[config.mk]
export PLATFORM = sky130hd
export DESIGN_NAME = cdb_arbiter
export DESIGN_NICKNAME = d
export VERILOG_FILES = /design/src/rtl/cdb_arbiter.sv
export SDC_FILE = /design/constraint.sdc
export NUM_CORES = 1
export LEC_CHECK = 0
export CAP_MARGIN = 5
export CORE_ASPECT_RATIO = 0.8
export CORE_MARGIN = 3
export CORE_UTILIZATION = 40
export DETAILED_ROUTE_END_ITERATION = 10
export SLEW_MARGIN = 20
export SYNTH_ARGS = -nofsm -noshare
export SYNTH_HDL_FRONTEND = slang
export SYNTH_SLANG_ARGS = --single-unit
export TNS_END_PERCENT = 30
[constraint.sdc]
create_clock -name clk -period 4.3 [get_ports clk]
set_input_delay 1.075 -clock clk [delete_from_list [all_inputs] [get_ports clk]]
set_output_delay 1.075 -clock clk [all_outputs]
set_load 0.02 [all_outputs]
[src/rtl/cdb_arbiter.sv]
// ---------------------------------------------------------------------------
// cdb_arbiter
//
// Gathers finished results from UNITS execution units and serialises them
// onto the single common data bus (CDB). The bus delivers at most one result
// per cycle. Each unit owns a one-entry holding buffer. A round-robin grant
// picks which full buffer drives the bus next.
//
// Ports:
//   clk           rising-edge clock
//   rst           asynchronous, active-low reset
//   result_valid  per unit: a result is being presented
//   result_ready  per unit: the result is taken this cycle (combinational)
//   result_rs_id  per unit: tag of the reservation station that produced it
//   result_value  per unit: result value
//   cdb_valid     one-cycle broadcast strobe, no backpressure
//   cdb_rs_id     tag of the broadcast result (held while idle)
//   cdb_value     broadcast value (held while idle)
// ---------------------------------------------------------------------------
module cdb_arbiter #(
  parameter int UNITS         = 4,
  parameter int OPERAND_WIDTH = 32,
  parameter int RS_ID_WIDTH   = 5
) (
  input  logic                     clk,
  input  logic                     rst,
  input  logic                     result_valid [UNITS],
  output logic                     result_ready [UNITS],
  input  logic [RS_ID_WIDTH-1:0]   result_rs_id [UNITS],
  input  logic [OPERAND_WIDTH-1:0] result_value [UNITS],
  output logic                     cdb_valid,
  output logic [RS_ID_WIDTH-1:0]   cdb_rs_id,
  output logic [OPERAND_WIDTH-1:0] cdb_value
);

  localparam int PTR_W = $clog2(UNITS);

  typedef enum logic {
    BUF_EMPTY = 1'b0,
    BUF_FULL  = 1'b1
  } buf_state_e;

  buf_state_e               state_q   [UNITS];
  buf_state_e               state_d   [UNITS];
  logic [RS_ID_WIDTH-1:0]   buf_rs_id [UNITS];
  logic [OPERAND_WIDTH-1:0] buf_value [UNITS];

  logic [UNITS-1:0] full;
  logic [UNITS-1:0] grant;
  logic [UNITS-1:0] ready;
  logic [UNITS-1:0] accept;
  logic             any_grant;
  logic [PTR_W-1:0] grant_idx;
  logic [PTR_W-1:0] ptr;

  always_comb begin
    for (int u = 0; u < UNITS; u++) begin
      full[u] = (state_q[u] == BUF_FULL);
    end
  end

  // Round-robin search that starts at the pointer and wraps. The grant is
  // derived only from registered buffer state, so a result that arrives this
  // cycle can never be granted in the same cycle.
  always_comb begin
    logic [PTR_W-1:0] idx;
    grant     = '0;
    grant_idx = '0;
    any_grant = 1'b0;
    idx       = '0;
    for (int i = 0; i < UNITS; i++) begin
      idx = PTR_W'((int'(ptr) + i) % UNITS);
      if (!any_grant && full[idx]) begin
        grant[idx] = 1'b1;
        grant_idx  = idx;
        any_grant  = 1'b1;
      end
    end
  end

  // A buffer being drained this cycle can take a new result at once, so a
  // unit that is the only requester streams one result per cycle.
  always_comb begin
    for (int u = 0; u < UNITS; u++) begin
      ready[u]        = ~full[u] | grant[u];
      accept[u]       = result_valid[u] & ready[u];
      result_ready[u] = ready[u];
    end
  end

  // Per-unit buffer next state. A FULL buffer can only accept while it is
  // granted, which is the reload case and keeps it FULL.
  always_comb begin
    for (int u = 0; u < UNITS; u++) begin
      state_d[u] = state_q[u];
      case (state_q[u])
        BUF_EMPTY: if (accept[u])             state_d[u] = BUF_FULL;
        BUF_FULL:  if (grant[u] && !accept[u]) state_d[u] = BUF_EMPTY;
      endcase
    end
  end

  // Buffer state and payload registers. Data is sampled only on accept.
  always_ff @(posedge clk or negedge rst) begin
    if (!rst) begin
      for (int u = 0; u < UNITS; u++) begin
        state_q[u]   <= BUF_EMPTY;
        buf_rs_id[u] <= '0;
        buf_value[u] <= '0;
      end
    end else begin
      for (int u = 0; u < UNITS; u++) begin
        state_q[u] <= state_d[u];
        if (accept[u]) begin
          buf_rs_id[u] <= result_rs_id[u];
          buf_value[u] <= result_value[u];
        end
      end
    end
  end

  // The pointer moves to the unit just after the winner, giving every
  // continuously full buffer exactly one grant per UNITS cycles.
  always_ff @(posedge clk or negedge rst) begin
    if (!rst) begin
      ptr <= '0;
    end else if (any_grant) begin
      ptr <= (grant_idx == PTR_W'(UNITS - 1)) ? '0 : grant_idx + PTR_W'(1);
    end
  end

  // Registered bus. The payload holds while idle; only the strobe drops.
  always_ff @(posedge clk or negedge rst) begin
    if (!rst) begin
      cdb_valid <= 1'b0;
      cdb_rs_id <= '0;
      cdb_value <= '0;
    end else begin
      cdb_valid <= any_grant;
      if (any_grant) begin
        cdb_rs_id <= buf_rs_id[grant_idx];
        cdb_value <= buf_value[grant_idx];
      end
    end
  end

endmodule

== Word level (Yosys, flattened, before mapping) ==
Index checks and enable logic that the tools add are counted.
Widths: inputs -> output; s select.

* Register bits: 192
* Bits of input ports: 154
* Output and inout bits: 42
* Logic and storage cells: 111

* Add/subtract/negate cells: 4
* $lt $le $gt $ge: 9
* Equality and inequality tests: 1
* Muxes and demuxes: 47
* Bitwise logic cells: 16
* Reduce and logical (&&, ||, !) cells: 18

{| class="wikitable"
|+ Operators by type and width
! operator !! number
|-
| $bmux 32 s2 || 1
|-
| $mux 32 || 2
|-
| $mux 1 || 20
|-
| $mux 4 || 4
|-
| $lt 2x3->1 const B || 4
|-
| $or 4x4->4 || 3
|-
| $logic_and 1x1->1 || 11
|-
| $bmux 5 s2 || 1
|-
| $mux 2 || 5
|-
| $mux 5 || 2
|-
| $bmux 1 s2 || 4
|-
| $demux 1 s2 || 4
|-
| $ge 2x1->1 const B || 4
|-
| $pmux 1 s2 || 4
|-
| $logic_not 1->1 || 7
|-
| $add 2x1->2 const B || 2
|-
| $add 2x2->2 const B || 2
|-
| $and 1x1->1 || 4
|-
| $not 1->1 || 4
|-
| $or 1x1->1 || 4
|-
| $ge 3x3->1 const B || 1
|-
| $not 2->3 || 1
|-
| $eq 2x2->1 const B || 1
|}

== Logic depth before layout (Yosys ltp) ==
Gate-level depths: netlist of the first run.

* Depth after elaboration: 18
* Mapped depth: 12
* Mapped depth without buffers: 8

== Worst setup path before layout of the first run ==
Ideal clock, no wire load.

* Path type: register to output
* Start: reg ptr[0]
* End: out result_ready[3] (netlist name)
* Arrival: 2.388 ns
* Required time: 3.225 ns
* Slack: 0.837 ns
* Stages on the path, launching flop included: 8
* Buffers on the path: 2
* Cell sequence: dfrtp_1 buf_6 inv_1 ha_1 clkbuf_1 mux4_2 a221o_1 a221o_1

{| class="wikitable"
|+ RTL lines
! element !! RTL line !! source
|-
| start: declaration || 54 || <nowiki>logic [PTR_W-1:0] ptr;</nowiki>
|-
| start signal: assignment || 128 || <nowiki>ptr <= (grant_idx == PTR_W'(UNITS - 1)) ? '0 : grant_idx + PTR_W'(1);</nowiki>
|-
| end: declaration || 28 || <nowiki>output logic result_ready [UNITS],</nowiki>
|}

==> results, run 1 <==
- The achievable frequency is 0.243 GHz.
- The count of cell types in the netlist is 40.
- The detailed-route via count is 6766.
- The starting utilization of the core area is 40.9%.
- The worst-case clock buffer depth is 2.
- The final clock skew is 0.00914 ns.
- The pre-antenna-repair detailed-routing pass consisted of 4 iterations.
- The path with the worst hold slack has its endpoint at buf_value[68]$_DFFE_PN0P_.
- After detailed routing, the average wire length per cell comes to 20.2 um.
- The number of antenna-violating nets in the routed design is 0.
- The buffer type at the clock tree root is clkbuf_16.
- The transition time at the pin with the least slew margin is 0.959 ns.
- In this run switching power makes up 40.6% of total power.
- For this run, design rule violations remaining after detail routing come to 0.
- Global routing used 20.3% of the available tracks across all layers.
- For this design, the CTS-stage hold fixing added 0 buffers.
- The sequential fraction of the synthesis area is 49.9%.
- The aggregate global routing overflow is 0.
- The worst endpoint data arrival time is 3.04 ns.
- The gate count of the mapped netlist is 780.
- Setup repair after global routing left no endpoint under its margin.
- Leaving out filler cells and counting taps, the final layout contains 1277.
- Of the post-synthesis cell area, the dominant cell type holds 49.9%.
- The floorplan step defined a die boundary enclosing 26000 um^2.
- The post-route core utilization is 53.2%.
- The number of buffers and inverters on the critical path is 2.
- During placement, the flow inserted port buffers numbering 195.
- The number of enable-type register cells in the synthesized netlist is 0.
- The routed wire length is 25.8 mm.
- For flop-to-flop paths, the worst setup slack is 0.73 ns.
- Setup violations remaining at the end of the flow were counted as 0.
- The share of total power dissipated in combinational logic is 57.2%.
- In the synthesized netlist the dominant register cell turns out to be dfrtp_1.
- With fillers left out, the area of the finished cells amounts to 12500 um^2.
- dfrtp_1 is the most common cell in the netlist.
- The cell area that synthesis handed to floorplanning was 9620 um^2.
- Walking the worst path, the cells encountered are inv_1 > ha_2 > mux4_2 > a221o_1 > a221o_1 > clkdlybuf4s50_1.
- Counting flops with an async set or reset pin after synthesis yields a share of 100%.
- The commonest cells after synthesis are dfrtp_1 (192), mux2_4 (90), mux2_2 (58).
- Along the worst hold path, the cell count comes to 1.
- The number of ports placed on the die boundary is 196.
- The fraction of layout cells with a size suffix above 1 is 22.5%.
- In this run the static leakage power is 5.30 nW.
- The clock input transition at the sequential cells of the worst setup and hold paths is 0.07 ns.
- The number of global-route vias before repair is 6933.
- The count of state elements after synthesis is 192.
- Of all nets on the critical path, the largest fanout is 9.
- For this design the total switching power over the nets is 4.83 mW.
- The placed standard-cell area is 11900 um^2.
- The delay of the slowest cell on the worst path is 0.56 ns.
- The core footprint is 23500 um^2.
- The dominant cell type by count on the critical path is a221o_1.
- STA classifies the critical path endpoint as an output pin.
- The via density per instance is 5.30.
- The first-pass GRT wire length is 40.4 mm.
- The worst path uses 95.7% of the clock period.
- Measured against its own limit, the worst slew margin works out to 35.8%.
- The cell total after placement is 1245.
- Dividing total power by cell area gives a power density of 952 nW/um^2.
- The Yosys step of the flow raised 0 warnings.
- The sequential power share is 29.1%.
- The element type at the critical path start is a flop.
- The biggest area consumer among synthesized cells is dfrtp_1.
- The relative area change from synthesis to final layout is 30.0%.
- Across the run, the number of max-cap violations was 0.
- The detailed router finished its first iteration with 329 violations.
- The clock share of power is 13.7%.
- The number of rows created at floorplan is 50.
- Measured in cells, the most critical reg-to-reg path has a length of 9.
- The clock tree from TritonCTS is done.
- The total negative slack is 0 ns.
- The post-route minimum period is 4.12 ns.
- The die is 145 um tall.
- At the end of the flow, the number of nets in the layout was 1112.
- The net count after synthesis is 940.
- The endpoint identified for the worst register-to-register timing path is buf_value[96]$_DFFE_PN0P_.
- In this design, the largest share of critical-path delay is due to compound AO/OA/AOI/OAI gates.
- At the later pin of the worst-skew pair, clock insertion delay measures 0.43 ns.
- The min-delay analysis places its worst path in the category reg -> reg.
- The number of antenna violations at the first check in global routing came to 10.
- The setup path with the least slack is of type reg -> out.
- The start point of the worst min-delay path is buf_value[68]$_DFFE_PN0P_.
- Averaged over all synthesized cells, the footprint is 12.3 um^2.
- STA puts the critical path data required time at 3.22 ns.
- The x dimension of the die is 179 um.
- The final-report max-slew violation count came to 0.
- The count of final hold-check violations is 0.
- The most critical setup path has its startpoint at ptr[1]$_DFFE_PN0P_.
- In this run the critical register-to-register path is launched from ptr[1]$_DFFE_PN0P_.
- VDD sags by at most 0.492 mV.
- The maximum number of pins on one net before global-route repair is 97.
- The internal portion of the total power is 7.07 mW.
- In this run the number of H-tree levels came out at 4.
- The half-perimeter wire length after placement is 16.9 mm.
- By area the synthesized netlist is led by dfrtp_1 (50%), mux2_4 (14%), mux2_2 (6.8%), mux2i_1 (4.2%), a2111oi_0 (3.4%).
- The tree built by TritonCTS fans out to 192 sinks.
- The run finished with clean final reports.
- The number of CTS-inserted buffers is 17.
- The final RePlAce weighted congestion is 0.808.
- The slowest stage of the critical path is the clkdlybuf4s50_1 cell.
## final cells by class
cell class              count  area [um^2]
well taps                 312          390
repair buffers            212         2160
diodes                      1         2.50
multi-input cells         523         4530
clock inverters            14          173
fillers                  2074        11000
inverters                   6         22.5
flip-flops and latches    192         4810
clock buffers              17          425
## worst max path at each step
stage | to | slack [ns] | cells past startpoint
6_report | result_ready[1] | 0.18 | 6
3_5_place_dp | result_ready[0] | 0.40 | 8
5_1_grt | result_ready[1] | 0.02 | 6
4_1_cts | result_ready[0] | 0.02 | 8
3_3_place_gp | result_ready[0] | 0.41 | 8
2_1_floorplan | result_ready[3] | 0.84 | 7
## state kept, by name, indices dropped and copies added, names as in the netlist
name	cells
cdb_value	32
ptr	2
full	4
cdb_valid	1
cdb_rs_id	5
buf_rs_id	20
buf_value	128
## layout by cell type (no fill, tap or decap), types with 4 or more instances in the layout
cell type        count
a221o_1              6
o21ai_0              5
nand3_1             37
mux2_2              58
nand2b_1             9
clkdlybuf4s50_1    192
a211oi_1            38
dfrtp_1            191
mux2_4              90
inv_6                4
mux2i_1             39
and2_1              36
buf_4               12
a21oi_1             39
nand2_1             46
nor2_1              41
clkbuf_16           17
inv_1                6
a2111oi_0           37
buf_12               4
ha_1                 5
## logic make-up (layout without fill, tap and decap cells)
logic type | after synthesis | after routing | synth area share [%]
DFF | 192 | 192 | 49.9
other | 0 | 1 | 0
xor gates and xnor gates | 1 | 1 | 0.0911
muxes | 191 | 191 | 25.7
buffers and inverters | 65 | 249 | 3.81
AOI/OAI and AO/OA | 137 | 137 | 10.2
and+or+nand+nor | 188 | 188 | 9.48
adders and majority gates | 6 | 6 | 0.780
## per-layer routing
layer	up-vias	GRT usage (%)	wire, um
met3	32	6.89	2040
li1	3193	-	-
met4	18	3.99	214
met1	3342	29.8	12500
met5	-	0	131
met2	181	29.5	10900
## power groups by stage
stage	sequential (mW)	combinational, mW	clock [mW]
floorplan	3.48	4.74	0
CTS	3.46	6.86	1.67
detailed placement	3.49	6.82	0
global placement	3.47	6.67	0
finish	3.46	6.80	1.64
global route	3.60	7.39	1.76
## stage by stage
| step | setup slack [ns] | hold slack (ns) | power (mW) |
|---|---|---|---|
| 2_1_floorplan | 0.837 | 0.480 | 8.22 |
| 3_3_place_gp | 0.412 | 0.488 | 10.1 |
| 3_5_place_dp | 0.403 | 0.496 | 10.3 |
| 4_1_cts | 0.0185 | 0.510 | 12.0 |
| 5_1_grt | 0.0225 | 0.525 | 12.8 |
| 6_report | 0.183 | 0.510 | 11.9 |
## repair_timing
item                       in CTS  in global routing
setup buffers                   0                  0
setup endpoints to repair       1                  4
gates cloned                    0                  0
gates resized for setup         1                  8
Note: power is estimated with default switching activity, not from simulation.
==> run 2, diff against run 1 <==
Settings changed: CAP_MARGIN 5 to default, DONT_BUFFER_PORTS from default to 1, RECOVER_POWER from default to 100.
==> run 2 against run 1 <==
The run now ends with max-capacitance violations, max-slew violations left; sequential share of layout area up 8.9 points; clock skew up 0.0048 ns; critical endpoint is now buf_value[69]$_DFFE_PN0P_; clock power down 3%; cell count is 14% lower; sequential cell count stayed put; cell area decreased by 19%; via count fell by 9.4%; routed wire length down 3.1%.
==> results, run 2 (synthesis gave the netlist of run 1 again) <==
- The H-tree depth is 4.
- The critical path data required time is 4.62 ns.
- The detailed router finished its first iteration with 384 violations.
- The number of gates resized after CTS was 0.
- Summing all non-filler instances in the final layout gives an area of 10100 um^2.
- For this run the aggregate overflow at the end of global routing stands at 0.
- Detailed routing inserted a total of 6130 vias.
- The most common cell after layout, fill and taps aside is dfrtp_1.
- The number of hold buffers added after CTS is 0.
- The die is 179 um wide.
- The maximum number of pins on one net before global-route repair is 193.
- In this run the tightest slew margin relative to its limit is -9.64%.
- The power density of the placed cells is 1050 nW/um^2.
- The transition time at the pin with the least slew margin is 1.64 ns.
- For the worst-skew pair, the clock arrives at the later sink with an insertion delay of 0.44 ns.
- The maximum resistive drop on vdd is 0.452 mV.
- The share of total power dissipated in sequential elements is 34.9%.
- Data arrives at the worst endpoint at 4.24 ns.
- The element type at the critical path start is a flop.
- The starting utilization of the core area is 40.9%.
- The count of final hold-check violations is 0.
- The largest registers in the layout are buf_value x128, cdb_value x32, buf_rs_id x20.
- The share of total power dissipated in the clock network is 15.0%.
- The register with the most flip-flops in the layout has 128 of them.
- The worst setup path is captured at a flop.
- The total of max-cap violations is 1.
- After detailed routing, the average wire length per cell comes to 22.9 um.
- The post-route minimum period is 3.92 ns.
- The placed standard-cell area is 9910 um^2.
- buf_value holds more flip-flops than any other register.
- The first global-routing pass estimated 38.2 mm of wire.
- After floorplanning, the core was divided into 50 placement rows.
- TritonCTS built the clock tree.
- The type of the worst setup path is reg -> reg.
- Setup violations remaining at the end of the flow were counted as 0.
- In this run the power spent charging and discharging nets is 4.59 mW.
- Once the clock tree was built, the setup fixing pass inserted 0 buffers.
- The critical path launch point is ptr[0]$_DFFE_PN0P_.
- The core region is 23500 um^2.
- Setup repair after global routing left no endpoint under its margin.
- The final-report max-slew violation count is 42.
- In this run the clock root is driven by a clkbuf_16.
- The flow ran to the end, but the final reports show violations.
- The fraction of layout cells with a size suffix above 1 is 16.6%.
- The startpoint identified for the worst register-to-register timing path is ptr[0]$_DFFE_PN0P_.
- The clock sink count is 192.
- The via density per instance is 5.60.
- Setup total negative slack on the finished layout was measured at 0 ns.
- The full die area is 26000 um^2.
- The number of port buffers is 0.
- The half-perimeter wire length after placement is 16.4 mm.
- In this run the worst hold path is classified as in -> async.
- The number of CTS-inserted buffers is 17.
- The chip height is 145 um.
- Of all nets on the critical path, the largest fanout is 16.
- After clock tree synthesis, the clock-pin slew on the worst setup and hold paths is 0.08 ns.
- The relative area change from synthesis to final layout is 5.46%.
- The net count of the finished layout is 920.
- The cell-internal power is 6.04 mW.
- The final RePlAce weighted congestion is 0.832.
- In this run the count of I/O pins placed on the die edge is 196.
- The count of TritonRoute iterations in the first routing pass is 5.
- In this run the static leakage power is 4.20 nW.
- The routed wire length is 25.0 mm.
- Across the routed clock network, the largest skew measured is 0.0139 ns.
- Of the total power, the share spent switching nets is 43.2%.
- The logic gate share of total power is 50.1%.
- Derived from the worst setup path, the maximum achievable clock frequency is 0.255 GHz.
- The final reports fail on max-capacitance violations, max-slew violations.
- The number of antenna violations at the first check in global routing is 15.
- The total DRC errors in the routed layout is 0.
- Of the available clock period, the critical path in the final layout requires 91.2%.
- The number of global-route vias before repair is 6187.
- The overall global routing resource usage is 19.5%.
- Once detail routing completed, the nets flagged for antenna violations numbered 0.
- The worst-case clock buffer depth is 2.
- In the layout the commonest cells are dfrtp_1 (191), mux2_1 (82), mux2_2 (58).
run 2: cell count changes in the layout (fill, tap and decap cells not counted), moves of 2 or more:
cell	before	now
buf_12	4	0
clkbuf_1	0	4
clkbuf_2	0	5
clkdlybuf4s50_1	192	0
clkinv_2	1	3
clkinv_4	0	2
diode_2	1	9
dlymetal6s2s_1	2	0
inv_8	3	0
mux2_1	0	82
mux2_4	90	8
run 2: path summary, 6_finish.rpt:
kind,to,slack [ns],depth (start not counted)
min reg2reg,buf_value[71]$_DFFE_PN0P_,0.49,1
min,buf_value[67]$_DFFE_PN0P_,0.34,0
max in group asynchronous,buf_value[93]$_DFFE_PN0P_,3.55,0
max,buf_value[69]$_DFFE_PN0P_,0.38,9
max reg2reg,buf_value[69]$_DFFE_PN0P_,0.38,9
min in group clk,buf_value[71]$_DFFE_PN0P_,0.49,1
run 2: layer usage:
layer / GRT usage, % / share of wire, % / wire (um) / vias to the layer above
met5: 0 / 0.26 / 66 / -
met4: 4.88 / 0.96 / 241 / 12
met3: 7.96 / 9.4 / 2360 / 26
met2: 27.8 / 42 / 10600 / 210
met1: 27.7 / 47 / 11700 / 3069
li1: - / - / - / 2813
run 2: area by class of cell:
class / count / area (um^2)
Antenna cell: 9 / 22.5
Clock buffer: 20 / 447
Clock inverter: 12 / 134
Fill cell: 2254 / 13400
Inverter: 6 / 22.5
Multi-Input combinational cell: 523 / 4190
Sequential cell: 192 / 4810
Tap cell: 312 / 390
Timing Repair Buffer: 20 / 130
run 2: critical path, stage by stage (launching register included):
cell      delay, ns
dfrtp_2        0.40
inv_1          0.17
ha_1           0.37
nor3_1         0.40
o21ai_0        0.22
o21ai_0        0.30
a221o_1        0.43
and2_0         0.25
clkbuf_1       0.81
mux2_2         0.42
run 2: per-stage QoR:
stage	utilization, %	cells	setup slack [ns]	hold WS, ns	total power, mW
2_1_floorplan	-	780	0.837	0.480	8.22
3_3_place_gp	42.1	1053	0.901	0.487	9.60
3_5_place_dp	42.1	1053	0.784	0.491	9.74
4_1_cts	44.6	1085	0.516	0.301	11.4
5_1_grt	43.1	1092	0.146	0.295	11.5
6_report	43.1	1094	0.380	0.339	10.6
run 2: power by group through the flow:
| stage | sequential, mW | combinational, mW | clock, mW |
|---|---|---|---|
| final | 3.70 | 5.33 | 1.59 |
| after global routing | 3.86 | 5.90 | 1.71 |
| after CTS | 3.74 | 6.01 | 1.64 |
| after detailed placement | 3.76 | 5.98 | 0 |
| after global placement | 3.75 | 5.86 | 0 |
| after floorplan | 3.48 | 4.74 | 0 |
==> variant 1 (flow settings as in run 2) <==
`UNITS`: 4 -> 8.
--- a/src/rtl/cdb_arbiter.sv
+++ b/src/rtl/cdb_arbiter.sv
@@ -18,7 +18,7 @@
 //   cdb_value     broadcast value (held while idle)
 // ---------------------------------------------------------------------------
 module cdb_arbiter #(
-  parameter int UNITS         = 4,
+  parameter int UNITS         = 8,
   parameter int OPERAND_WIDTH = 32,
   parameter int RS_ID_WIDTH   = 5
 ) (
Interface: changed (resized result_ready, result_rs_id, result_valid and result_value); port bits go from 196 to 352. No check against the original RTL was run, so the function may have changed too.
==> variant 1 against run 2 <==
The flow finishes with violations (negative setup slack). Die area rose by 85%. Wire length grew to 2.5 times the old value. Setup slack lost 0.55 ns. Cell area up 100%. Synthesized area increased by 88%. Sequential cell count rose by 153.
Power is not shown: default switching activity piles up to over one toggle a cycle in this logic, so the estimate is an artifact.
==> variant 1: results (changes against run 2) <==
| Metric | Value |
|---|---|
| Critical Path Fanout Max | 7 (-9) |
| Final wirelength | 63,640 um (+150%) |
| Top post-synthesis cells by count | 345 x dfrtp_1, 176 x nand2_1, 135 x mux2_2 |
| Share of cells above drive strength 1 | 0.2730 (+0.1074) |
| Final setup viols | 8 (+8) |
| CTS Buf Count | 39 (+22) |
| Vias in the first global route | 13,870 (+120%) |
| Yosys cell types | 65 (+63%) |
| First-pass GRT wire length | 94,150 um (+150%) |
| Worst-Skew Late Latency | 0.56 ns (+0.12 ns) |
| Routability congestion estimate from global placement | 0.8751 (+5.1%) |
| Slowest-stage cell, CP | dfrtp_4 |
| Vias per cell | 6.272 (+12%) |
| DRT iter0 DRCs | 1,123 (+190%) |
| Longest Clk Path Bufs | 3 (+1) |
| Cell count of the worst reg-to-reg path | 12 (+3) |
| Worst path arrival time | 3.39 ns (-0.85 ns) |
| Clk pin slew, worst setup/hold paths | 0.06 ns (-0.02 ns) |
| GRT Util Overall | 0.2593 (+0.06392) |
| Status | finished, violations left |
| Largest net degree at the start of global routing | 346 (+79%) |
| Max frequency | 223.9 MHz (-12%) |
| RR Endpoint | cdb_value[13] |
| Failing checks | negative setup slack |
| Top Registers | buf_value (256), buf_rs_id (40), cdb_value (32) |
| Initial antenna violation count | 30 (+15) |
| Syn_nets | 1,871 (+99%) |
| Worst reg-to-reg setup slack | 0.14 ns (-0.24 ns) |
| Max H-tree Level | 2 (-2) |
| Skew final | 0.01290 ns (-0.001019 ns) |
| Final WS setup | -0.1664 ns (-0.5467 ns) |
| Top delay family on crit path | compound AO/OA/AOI/OAI gates |
## variant 1: worst max-delay path by stage
stage / end / slack (ns) / depth (start not counted) / from
floorplan: result_ready[6] / -0.04 / 15 / ptr[0]
global placement: cdb_value[2] / -0.22 / 11 / ptr[0]
detailed placement: cdb_value[2] / -0.27 / 11 / ptr[0]
CTS: result_ready[3] / -0.22 / 10 / ptr[0]
global route: result_ready[3] / -0.30 / 10 / ptr[0]
finish: result_ready[3] / -0.17 / 10 / ptr[0]
## variant 1: kinds of logic (layout without fill, tap and decap cells)
group	count (synthesis)	in the layout	synth area share
AOI/OAI and AO/OA	463	464	0.2011
xor gates and xnor gates	3	3	0.001450
adders and majority gates	7	7	0.004832
buffers and inverters	162	171	0.04438
DFF	345	345	0.4763
muxes	287	287	0.1949
other	0	15	0
and+or+nand+nor	291	291	0.07704
## variant 1: per-stage QoR
stage	instance area, um^2	hold slack [ns]	cells
6_report	20640	0.2187	2186
5_1_grt	20620	0.1923	2179
4_1_cts	20450	0.1856	2169
3_5_place_dp	18880	0.4759	2073
2_1_floorplan	18230	0.4580	1558
3_3_place_gp	18880	0.4670	2073
## variant 1: area by class of cell
cell class,instances,area [um^2]
multi-input combinational,1052,9056
clock inverter,16,138.9
clock buffer,54,1112
fill,4094,23910
inverter,17,81.33
timing repair buffer,84,820.8
tap,603,754.5
sequential,345,8638
antenna,15,37.54
## variant 1: repair_timing
item | 4_1_cts | 5_1_grt
cloned | 1 | 0
setup endpoints to repair | 31 | 45
pin swaps | 5 | 4
resized for setup | 29 | 27
setup buffers | 25 | 2
## variant 1: worst reg2reg max path, stage by stage (launching register included)
cell	delay [ns]
dfrtp_4	0.50
buf_4	0.14
mux4_2	0.50
buf_4	0.15
mux2_2	0.34
o21ai_0	0.25
a2111oi_2	0.12
o21ai_4	0.59
nand2_8	0.23
buf_12	0.25
a211oi_1	0.46
a211oi_1	0.20
a211o_1	0.30
## variant 1: per-layer routing
layer	track usage	wire length, um
met5	0	199
met4	0.05497	1058
met3	0.1088	7034
met2	0.3654	26880
met1	0.3725	28470
==> variant 2 (settings of run 2) <==
Without the edit above. Reset style: synchronous (`rst`), changed in 3 clocked blocks. Comments in the files are not updated.
--- a/src/rtl/cdb_arbiter.sv
+++ b/src/rtl/cdb_arbiter.sv
@@ -101,7 +101,7 @@
   end
 
   // Buffer state and payload registers. Data is sampled only on accept.
-  always_ff @(posedge clk or negedge rst) begin
+  always_ff @(posedge clk) begin
     if (!rst) begin
       for (int u = 0; u < UNITS; u++) begin
         state_q[u]   <= BUF_EMPTY;
@@ -121,7 +121,7 @@
 
   // The pointer moves to the unit just after the winner, giving every
   // continuously full buffer exactly one grant per UNITS cycles.
-  always_ff @(posedge clk or negedge rst) begin
+  always_ff @(posedge clk) begin
     if (!rst) begin
       ptr <= '0;
     end else if (any_grant) begin
@@ -130,7 +130,7 @@
   end
 
   // Registered bus. The payload holds while idle; only the strobe drops.
-  always_ff @(posedge clk or negedge rst) begin
+  always_ff @(posedge clk) begin
     if (!rst) begin
       cdb_valid <= 1'b0;
       cdb_rs_id <= '0;
Behaviour: differs if rst is asserted again (counterexample within 4 cycles, from zero or initial values and one cycle with rst low); with rst held inactive, the same outputs for 4 cycles.
==> variant 2 against run 2 <==
The flow still finishes with violations (max-capacitance violations, max-slew violations). Synthesized area fell by 9.9%. Wire length is 16% lower. Sequential cell count did not move. Setup slack worse by 0.074 ns. Sequential share of layout area rose by 8.2 points. Cell area fell by 5.6%. Highest routed layer unchanged.
Power is not compared: it rests on default switching activity, and its combinational part moved more than twofold at a synthesized area within 25%.
==> variant 2: results (changes against run 2) <==
| Metric | Value |
|---|---|
| Seq/total area | 0.5559 (+0.08222) |
| Crit-path max cell delay | 0.50 ns (-0.31 ns) |
| #MultiIn Comb | 380 (-27%) |
| Post-synth ARST share | 0 (-1.000) |
| 1st-pass router iterations | 4 (-1) |
| Compound-cell area share of the yosys netlist | 0.09342 (-0.008548) |
| # fillers | 1,884 (-16%) |
| Status | finished, violations left |
| Met2 WL | 10,040 um (-5.4%) |
| Final wirelength | 21,120 um (-16%) |
| GRT Util Overall | 0.1791 (-0.01626) |
| Worst path arrival time | 2.92 ns (-1.32 ns) |
| Maxcap violations | 1 (unchanged) |
| Non-Filler Instances | 906 (-17%) |
| Pre-CTS setup slack | 0.4460 ns (-0.3382 ns) |
| RR Endpoint | cdb_value[13] |
| Core ar. | 0.02099 mm^2 (-11%) |
| Synth Area per Inst | 13.80 um^2 (+12%) |
| Initial antenna violation count | 6 (-9) |
| Top delay family on crit path | simple AND/OR/NAND/NOR gates |
| Worst reg-to-reg setup slack | 0.43 ns (+0.05 ns) |
| Non-clock inverters | 14 (+8) |
| Final Cell Area | 0.009582 mm^2 (-5.6%) |
| Synth area leaders | edfxtp_1 51%, and2_1 11%, dfxtp_1 10% |
| Number of flops mapped to enable cells by yosys | 148 (+148) |
| Worst-Skew Late Latency | 0.42 ns (-0.02 ns) |
| First-pass GRT wire length | 31,130 um (-19%) |
| Non-Clock Buffer Area Fraction | 0.01541 (+0.002584) |
| Largest net degree at the start of global routing | 50 (-74%) |
| ClkCell Share | 0.06268 (+0.005459) |
| Skew final | 0.007580 ns (-0.006338 ns) |
| Slew Limit Fails | 11 (-74%) |
| Failing checks | max-capacitance violations, max-slew violations |
| Mux cell area share after synthesis | 0.1021 (-0.1549) |
| Worst Setup End Kind | output port |
| Critical Path Fanout Max | 11 (-5) |
| Met2 usage | 0.2951 (+0.01663) |
| Vias per cell | 5.492 (-2.0%) |
| R2R Path Start | ptr[1] |
| DP Area | 0.009020 mm^2 (-9.0%) |
| Worst-margin pin slew | 1.519 ns (-0.1216 ns) |
[variant 2: cell types whose count changed in the layout (fill, tap and decap cells not counted), moves of 30 or more]
| cell | delta |
|---|---|
| dfrtp_1 | -191 |
| edfxtp_1 | +148 |
| and2_0 | +91 |
| mux2_1 | -81 |
| mux2_2 | -56 |
| dfxtp_1 | +43 |
| a21oi_1 | -39 |
| mux2i_1 | +37 |
| nand3_1 | -37 |
| a2111oi_0 | -36 |
| nor2_1 | -36 |
| a211oi_1 | -35 |
| o221ai_2 | +30 |
[variant 2: power by group]
| part | total [mW] | switching (mW) | leakage (nW) | internal, mW |
|---|---|---|---|---|
| Combinational | 1.94 | 1.17 | 1.19 | 0.774 |
| Clock | 1.60 | 0.768 | 0.288 | 0.834 |
| Sequential | 2.94 | 0.471 | 1.97 | 2.46 |
| Total | 6.48 | 2.40 | 3.44 | 4.07 |
[variant 2: what timing repair did]
item / CTS / global route
buffers inserted: 0 / 0
setup endpoints to repair: 4 / 4
resized for setup: 1 / 2
